**src/rtl/apb_master.sv**
```systemverilog
// APB master: takes single-beat requests from a local requester and runs them
// on a two-slave APB bus (SETUP then ACCESS), with an optional wait-state
// timeout that aborts a transfer whose slave never becomes ready.
module apb_master #(
    parameter int TIMEOUT = 16
) (
    input  logic       clk,
    input  logic       reset,
    input  logic       transfer,
    input  logic       wr,
    input  logic [7:0] addr_in,
    input  logic [7:0] wdata_in,
    input  logic       PREADY1,
    input  logic       PREADY2,
    input  logic [7:0] PRDATA1,
    input  logic [7:0] PRDATA2,
    output logic       PSEL1,
    output logic       PSEL2,
    output logic       PENABLE,
    output logic       PWRITE,
    output logic [7:0] PADDR,
    output logic [7:0] PWDATA,
    output logic [7:0] rdata_out,
    output logic       done,
    output logic       error,
    output logic       busy
);

    typedef enum logic [1:0] {IDLE, SETUP, ACCESS} state_t;

    // Counter must be able to hold TIMEOUT itself; keep at least one bit.
    localparam int CW = (TIMEOUT > 0) ? $clog2(TIMEOUT + 1) : 1;
    localparam logic [CW-1:0] TMAX = CW'(TIMEOUT);

    state_t        state, state_next;
    logic [CW-1:0] wait_cnt;
    logic          ready_sel;
    logic [7:0]    rdata_sel;
    logic          timeout_hit;
    logic          accept, complete, abort;
    logic          slave2_next;

    // Only the slave addressed by the latched PADDR[7] is ever observed.
    always_comb begin
        ready_sel   = PADDR[7] ? PREADY2 : PREADY1;
        rdata_sel   = PADDR[7] ? PRDATA2 : PRDATA1;
        timeout_hit = (TIMEOUT > 0) && (wait_cnt == TMAX);
        slave2_next = accept ? addr_in[7] : PADDR[7];
    end

    // Next-state logic; a ready slave takes priority over the timeout.
    always_comb begin
        state_next = state;
        accept     = 1'b0;
        complete   = 1'b0;
        abort      = 1'b0;
        case (state)
            IDLE: begin
                if (transfer) begin
                    accept     = 1'b1;
                    state_next = SETUP;
                end
            end
            SETUP: begin
                state_next = ACCESS;
            end
            ACCESS: begin
                if (ready_sel) begin
                    complete = 1'b1;
                    if (transfer) begin
                        accept     = 1'b1;
                        state_next = SETUP;
                    end else begin
                        state_next = IDLE;
                    end
                end else if (timeout_hit) begin
                    abort      = 1'b1;
                    state_next = IDLE;
                end
            end
            default: state_next = IDLE;
        endcase
    end

    // State register.
    always_ff @(posedge clk or negedge reset) begin
        if (!reset) state <= IDLE;
        else        state <= state_next;
    end

    // Request fields are captured only when a request is accepted.
    always_ff @(posedge clk or negedge reset) begin
        if (!reset) begin
            PWRITE <= 1'b0;
            PADDR  <= 8'h00;
            PWDATA <= 8'h00;
        end else if (accept) begin
            PWRITE <= wr;
            PADDR  <= addr_in;
            PWDATA <= wdata_in;
        end
    end

    // Bus strobes and status flags, registered from the next state.
    always_ff @(posedge clk or negedge reset) begin
        if (!reset) begin
            PSEL1   <= 1'b0;
            PSEL2   <= 1'b0;
            PENABLE <= 1'b0;
            busy    <= 1'b0;
            done    <= 1'b0;
            error   <= 1'b0;
        end else begin
            PSEL1   <= (state_next != IDLE) && !slave2_next;
            PSEL2   <= (state_next != IDLE) &&  slave2_next;
            PENABLE <= (state_next == ACCESS);
            busy    <= (state_next != IDLE);
            done    <= complete || abort;
            error   <= abort;
        end
    end

    // Read data is updated only by a successful read completion.
    always_ff @(posedge clk or negedge reset) begin
        if (!reset)                   rdata_out <= 8'h00;
        else if (complete && !PWRITE) rdata_out <= rdata_sel;
    end

    // Wait-state counter: restarts with every accepted request.
    always_ff @(posedge clk or negedge reset) begin
        if (!reset)
            wait_cnt <= '0;
        else if (accept)
            wait_cnt <= '0;
        else if (state == ACCESS && !ready_sel && !timeout_hit)
            wait_cnt <= wait_cnt + 1'b1;
    end

endmodule

```
**config.mk**
```make
export PLATFORM = sky130hd
export DESIGN_NAME = apb_master
export DESIGN_NICKNAME = d
export VERILOG_FILES = /design/src/rtl/apb_master.sv
export SDC_FILE = /design/constraint.sdc
export NUM_CORES = 1
export LEC_CHECK = 0
export ABC_AREA = 1
export CAP_MARGIN = 20
export CORE_ASPECT_RATIO = 1.25
export CORE_MARGIN = 2
export CORE_UTILIZATION = 36
export CTS_CLUSTER_DIAMETER = 40
export DETAILED_ROUTE_END_ITERATION = 10
export PLACE_DENSITY = 0.71
export SKIP_CTS_REPAIR_TIMING = 1
export SLEW_MARGIN = 5
export SYNTH_ARGS = -nofsm -noshare
export SYNTH_HDL_FRONTEND = slang
export SYNTH_SLANG_ARGS = --single-unit
```
**constraint.sdc**
```tcl
create_clock -name clk -period 1.7 [get_ports clk]
set_input_delay 0.255 -clock clk [delete_from_list [all_inputs] [get_ports clk]]
set_output_delay 0.255 -clock clk [all_outputs]
set_load 0.01 [all_outputs]
```
# ---- Word-level counts from Yosys, hierarchy flattened
# Cells that the tools add are included.
dict set report word_totals {
  ff_bits 38
  inputBits 38
}
dict set report classes {
  n_addsub 1
  n_eq_ne 4
  mux 18
  n_reduce_logical 13
}
# cell count
set ops {}
lappend ops {{$mux 1} 10}
lappend ops {{$mux 5} 2}
lappend ops {{$mux 8} 1}
lappend ops {{$mux 2} 3}
lappend ops {{$pmux 2 s3} 1}
lappend ops {{$add 5x1->5 const B} 1}
lappend ops {{$eq 5x5->1 const B} 1}
lappend ops {{$logic_and 1x1->1} 5}
lappend ops {{$eq 2x2->1 const B} 2}
lappend ops {{$logic_not 1->1} 4}
lappend ops {{$reduce_bool 2->1} 2}
lappend ops {{$eq 2x1->1 const B} 1}
lappend ops {{$logic_not 2->1} 1}
lappend ops {{$pmux 1 s2} 1}
lappend ops {{$logic_or 1x1->1} 1}

# ---- Logic depth before layout (Yosys ltp)
dict set report logic_depth {
  word_depth 6
  mapped_depth 9
}

# ---- Worst setup path before layout
# OpenSTA, ideal clock, no wires.
dict set report synth_timing {
  path_kind {register -> register}
  start {reg wait_cnt[0]}
  end {reg wait_cnt[4]}
  setup_time_ps 118
  t_arrival_ps 1086
  slack_ps 497
  path_stages_with_launch 9
  path_buffers 0
  synth_period_minus_slack_ps 1203
  path_cell_list {dfrtp_1 inv_1 ha_1 nand2_1 inv_1 nand2_1 nand3_2 nand3_1 nand2_1}
}
dict set report synth_via {
  elab_chain_len 4
  elab_cells_between_ends 7
  cone_classes {add/sub (1); eq/ne (1); mux (2); reduce/logical (3)}
}
# item line_no
set synth_lines {}
lappend synth_lines {{from (decl)} 36} ;# logic [CW-1:0] wait_cnt;
lappend synth_lines {{from (signal assigned)} 136} ;# wait_cnt <= wait_cnt + 1'b1;
lappend synth_lines {{branches (longest 4 deep; another with $add 5x1->5)} n/a}
# Several ways; the timed one is not identified. The select of a mux whose other input is x is not followed.
# A chain may end at the register's enable or synchronous reset.

# ---- Worst setup path after layout
dict set report layout_timing {
  start {reg PADDR[7]}
  end {out PADDR[7]}
}
# item line_no
set layout_lines {}
lappend layout_lines {{from (decl)} 21} ;# output logic [7:0] PADDR,
lappend layout_lines {{from (signal assigned)} 99} ;# PADDR <= addr_in;
# No word-level cell between the ends.

==> results.sh <==
export IMPL_cp_top_family="buffers and inverters"
export IMPL_die_w_um=66.9
export IMPL_antenna_left=0
export IMPL_drive_gt1_share_pct=9.72
export IMPL_clkTransAtPathRegs_ns=0.07
export IMPL_crit_chain="clkdlybuf4s50_1"
export IMPL_seq_area_frac_synth_pct=53.5
export IMPL_cts_path_max_buffers=2
export IMPL_criticalPathCategory="reg2out"
export IMPL_worst_pin_slew_ns=0.485
export IMPL_vias_per_cell=4.47
export IMPL_drt_iter0_drc=57
export IMPL_cp_slowest_cell="clkdlybuf4s50_1"
export IMPL_synth_fp_nets=254
export IMPL_fin_hold_ws_ns=0.0126
export IMPL_syn_inst=214
export IMPL_design_area_um2=2610
export IMPL_grt_first_pass_wirelength_mm=6.35
export IMPL_cp_max_fo=9
export IMPL_grt_max_degree=39
export IMPL_drt_pre_antenna_iters=4
export IMPL_crit_buf_inv=1
export IMPL_cts_tree="yes"
export IMPL_finalCriticalPeriod_ns=1.57
export IMPL_power_density_nw_per_um2=1560
export IMPL_hp_class="in2async"
export IMPL_synth_cell_types=20
export IMPL_finalHoldViolCount=0
export IMPL_clkLatencyLatePin_ns=0.29
export IMPL_synthesis_area_um2=1780
export IMPL_cts_root_buf="clkbuf_8"
export IMPL_status="completed"
export IMPL_cp_end_kind="primary output"
export IMPL_placed_cell_area_um2=2500
export IMPL_core_area_um2=4730
export IMPL_place_inst=340
export IMPL_gr_total_overflow=0
export IMPL_cts_buffers=5
export IMPL_fin_ws_ns=0.127
export IMPL_fin_nets=327
export IMPL_ys_warnings_count=0
export IMPL_cp_slowest_stage_delay_ns=0.56
export IMPL_cts_max_level=2
export IMPL_rows=28
export IMPL_total_power_mw=4.07
export IMPL_diodes=0
export IMPL_ys_seq_elements=38
export IMPL_crit_required_ns=1.44
export IMPL_max_vdd_ir_drop_mv=0.811
export IMPL_io_pins=69
export IMPL_worst_ep_arrival_time_ns=1.32
export IMPL_dp_slack_ns=0.137
export IMPL_grt_total_usage_pct=15.3
export IMPL_antenna_found_initial=0
export IMPL_period_share_pct=92.5
export IMPL_area_growth_pct=47.0
export IMPL_slew_viol_final=0
export IMPL_synth_area_per_cell_um2=8.31
export IMPL_max_freq_ghz=0.636
export IMPL_gp_congestion=0.743
export IMPL_fp_dieH_um=82.6
export IMPL_grt_pass1_vias=1415
export IMPL_start_kind="register"
export IMPL_max_cap_viol_count=0
export IMPL_final_util_pct=55.3
export IMPL_p_leak_nw=1.33
export IMPL_skew_ns=0.00704
export IMPL_rsz0062_at_grt="no"
export IMPL_initial_core_util_pct=37.6
export IMPL_clock_sinks=38
export IMPL_routed_wl_mm=3.93
export IMPL_relSlewSlack_pct=67.7
export IMPL_setup_tns_ns=0
export IMPL_port_buffers=68
export IMPL_drc=0
export IMPL_num_vias=1555
export IMPL_setup_viol=0
export IMPL_hpwl_mm=2.92
export IMPL_stdcell_count=348
export IMPL_dieArea_um2=5520
export IMPL_avgRoutedWirePerCell_um=11.3
[layout make-up]
type / count / area [um2]
Clock inverter: 2 / 37.5
Tap cell: 60 / 75.1
Sequential cell: 38 / 952
Multi-Input combinational cell: 153 / 699
Timing Repair Buffer: 74 / 721
Clock buffer: 6 / 72.6
Fill cell: 437 / 2120
Inverter: 15 / 56.3
[where the power goes]
| part | switching (mW) | internal [mW] | total [mW] |
|---|---|---|---|
| registers | 0.217 | 1.27 | 1.48 |
| clock network | 0.310 | 0.438 | 0.748 |
| logic | 0.910 | 0.923 | 1.83 |
| total | 1.44 | 2.63 | 4.07 |
[final timing paths]
kind | cells after the start | from | end | slack, ns
min in group clk | 2 | PWDATA[2] | PWDATA[2] | 0.48
max in group asynchronous | 2 | reset | PADDR[7] | 1.33
hold reg to reg | 2 | PWDATA[2] | PWDATA[2] | 0.48
setup reg to reg | 7 | PADDR[7] | PWDATA[0] | 0.23
hold / removal | 2 | reset | PENABLE | 0.01
setup / recovery | 1 | PADDR[7] | PADDR[7] | 0.13
[placed cells by master (no fill, tap or decap)]
master,instances
buf_4,6
dfrtp_2,1
inv_2,2
nand2_2,3
ha_1,2
o21ai_0,9
nand2_1,112
nor2_1,3
buf_2,1
clkbuf_1,1
xor2_1,1
nand3_1,11
nor2_2,1
nor2_4,2
bufinv_16,1
nand2_4,1
clkbuf_8,5
nand3b_1,2
dfrtp_1,37
inv_1,13
nand3_4,1
nand4_1,2
clkinvlp_4,1
clkdlybuf4s50_1,67
nand3_2,3
[Yosys cell counts]
library cell / instances / area share (%)
nand2_4: 1 / 0.63
clkbuf_2: 1 / 0.28
nand4_1: 2 / 0.70
nor2_2: 1 / 0.35
nor2_4: 2 / 1.3
buf_2: 2 / 0.56
o21ai_0: 9 / 2.5
nand3_4: 1 / 0.99
nor2_1: 3 / 0.63
dfrtp_1: 38 / 53
xor2_1: 1 / 0.49
buf_6: 5 / 3.2
nand3_1: 11 / 3.1
inv_1: 13 / 2.7
nand3b_1: 2 / 0.84
ha_1: 2 / 1.4
inv_2: 2 / 0.42
nand3_2: 3 / 1.7
nand2_2: 3 / 1.1
nand2_1: 112 / 24
[sequential cells by signal (all words and copies together), names as in the netlist]
name and cells:
error 1, PWRITE 1, busy 1, PADDR 8
rdata_out 8, PENABLE 1, done 1, PSEL1 1
PSEL2 1, state 2, PWDATA 8, wait_cnt 5
[cell families after synthesis]
family	synth area share, %
AOI/OAI and AO/OA	2.53
and+or+nand+nor	34.9
buffers and inverters	7.18
xor gates and xnor gates	0.493
DFF	53.5
adders and majority gates	1.41
[per-layer routing]
metal | wire [um] | global-route usage, % | part of all wire [%] | vias up
met5 | 0 | 0 | 0 | -
met4 | 57 | 5.51 | 1.5 | 0
met3 | 227 | 4.20 | 5.8 | 5
met2 | 1920 | 26.4 | 49 | 48
met1 | 1730 | 18.3 | 44 | 706
li1 | - | - | - | 796
(Power assumes the default switching activity.)
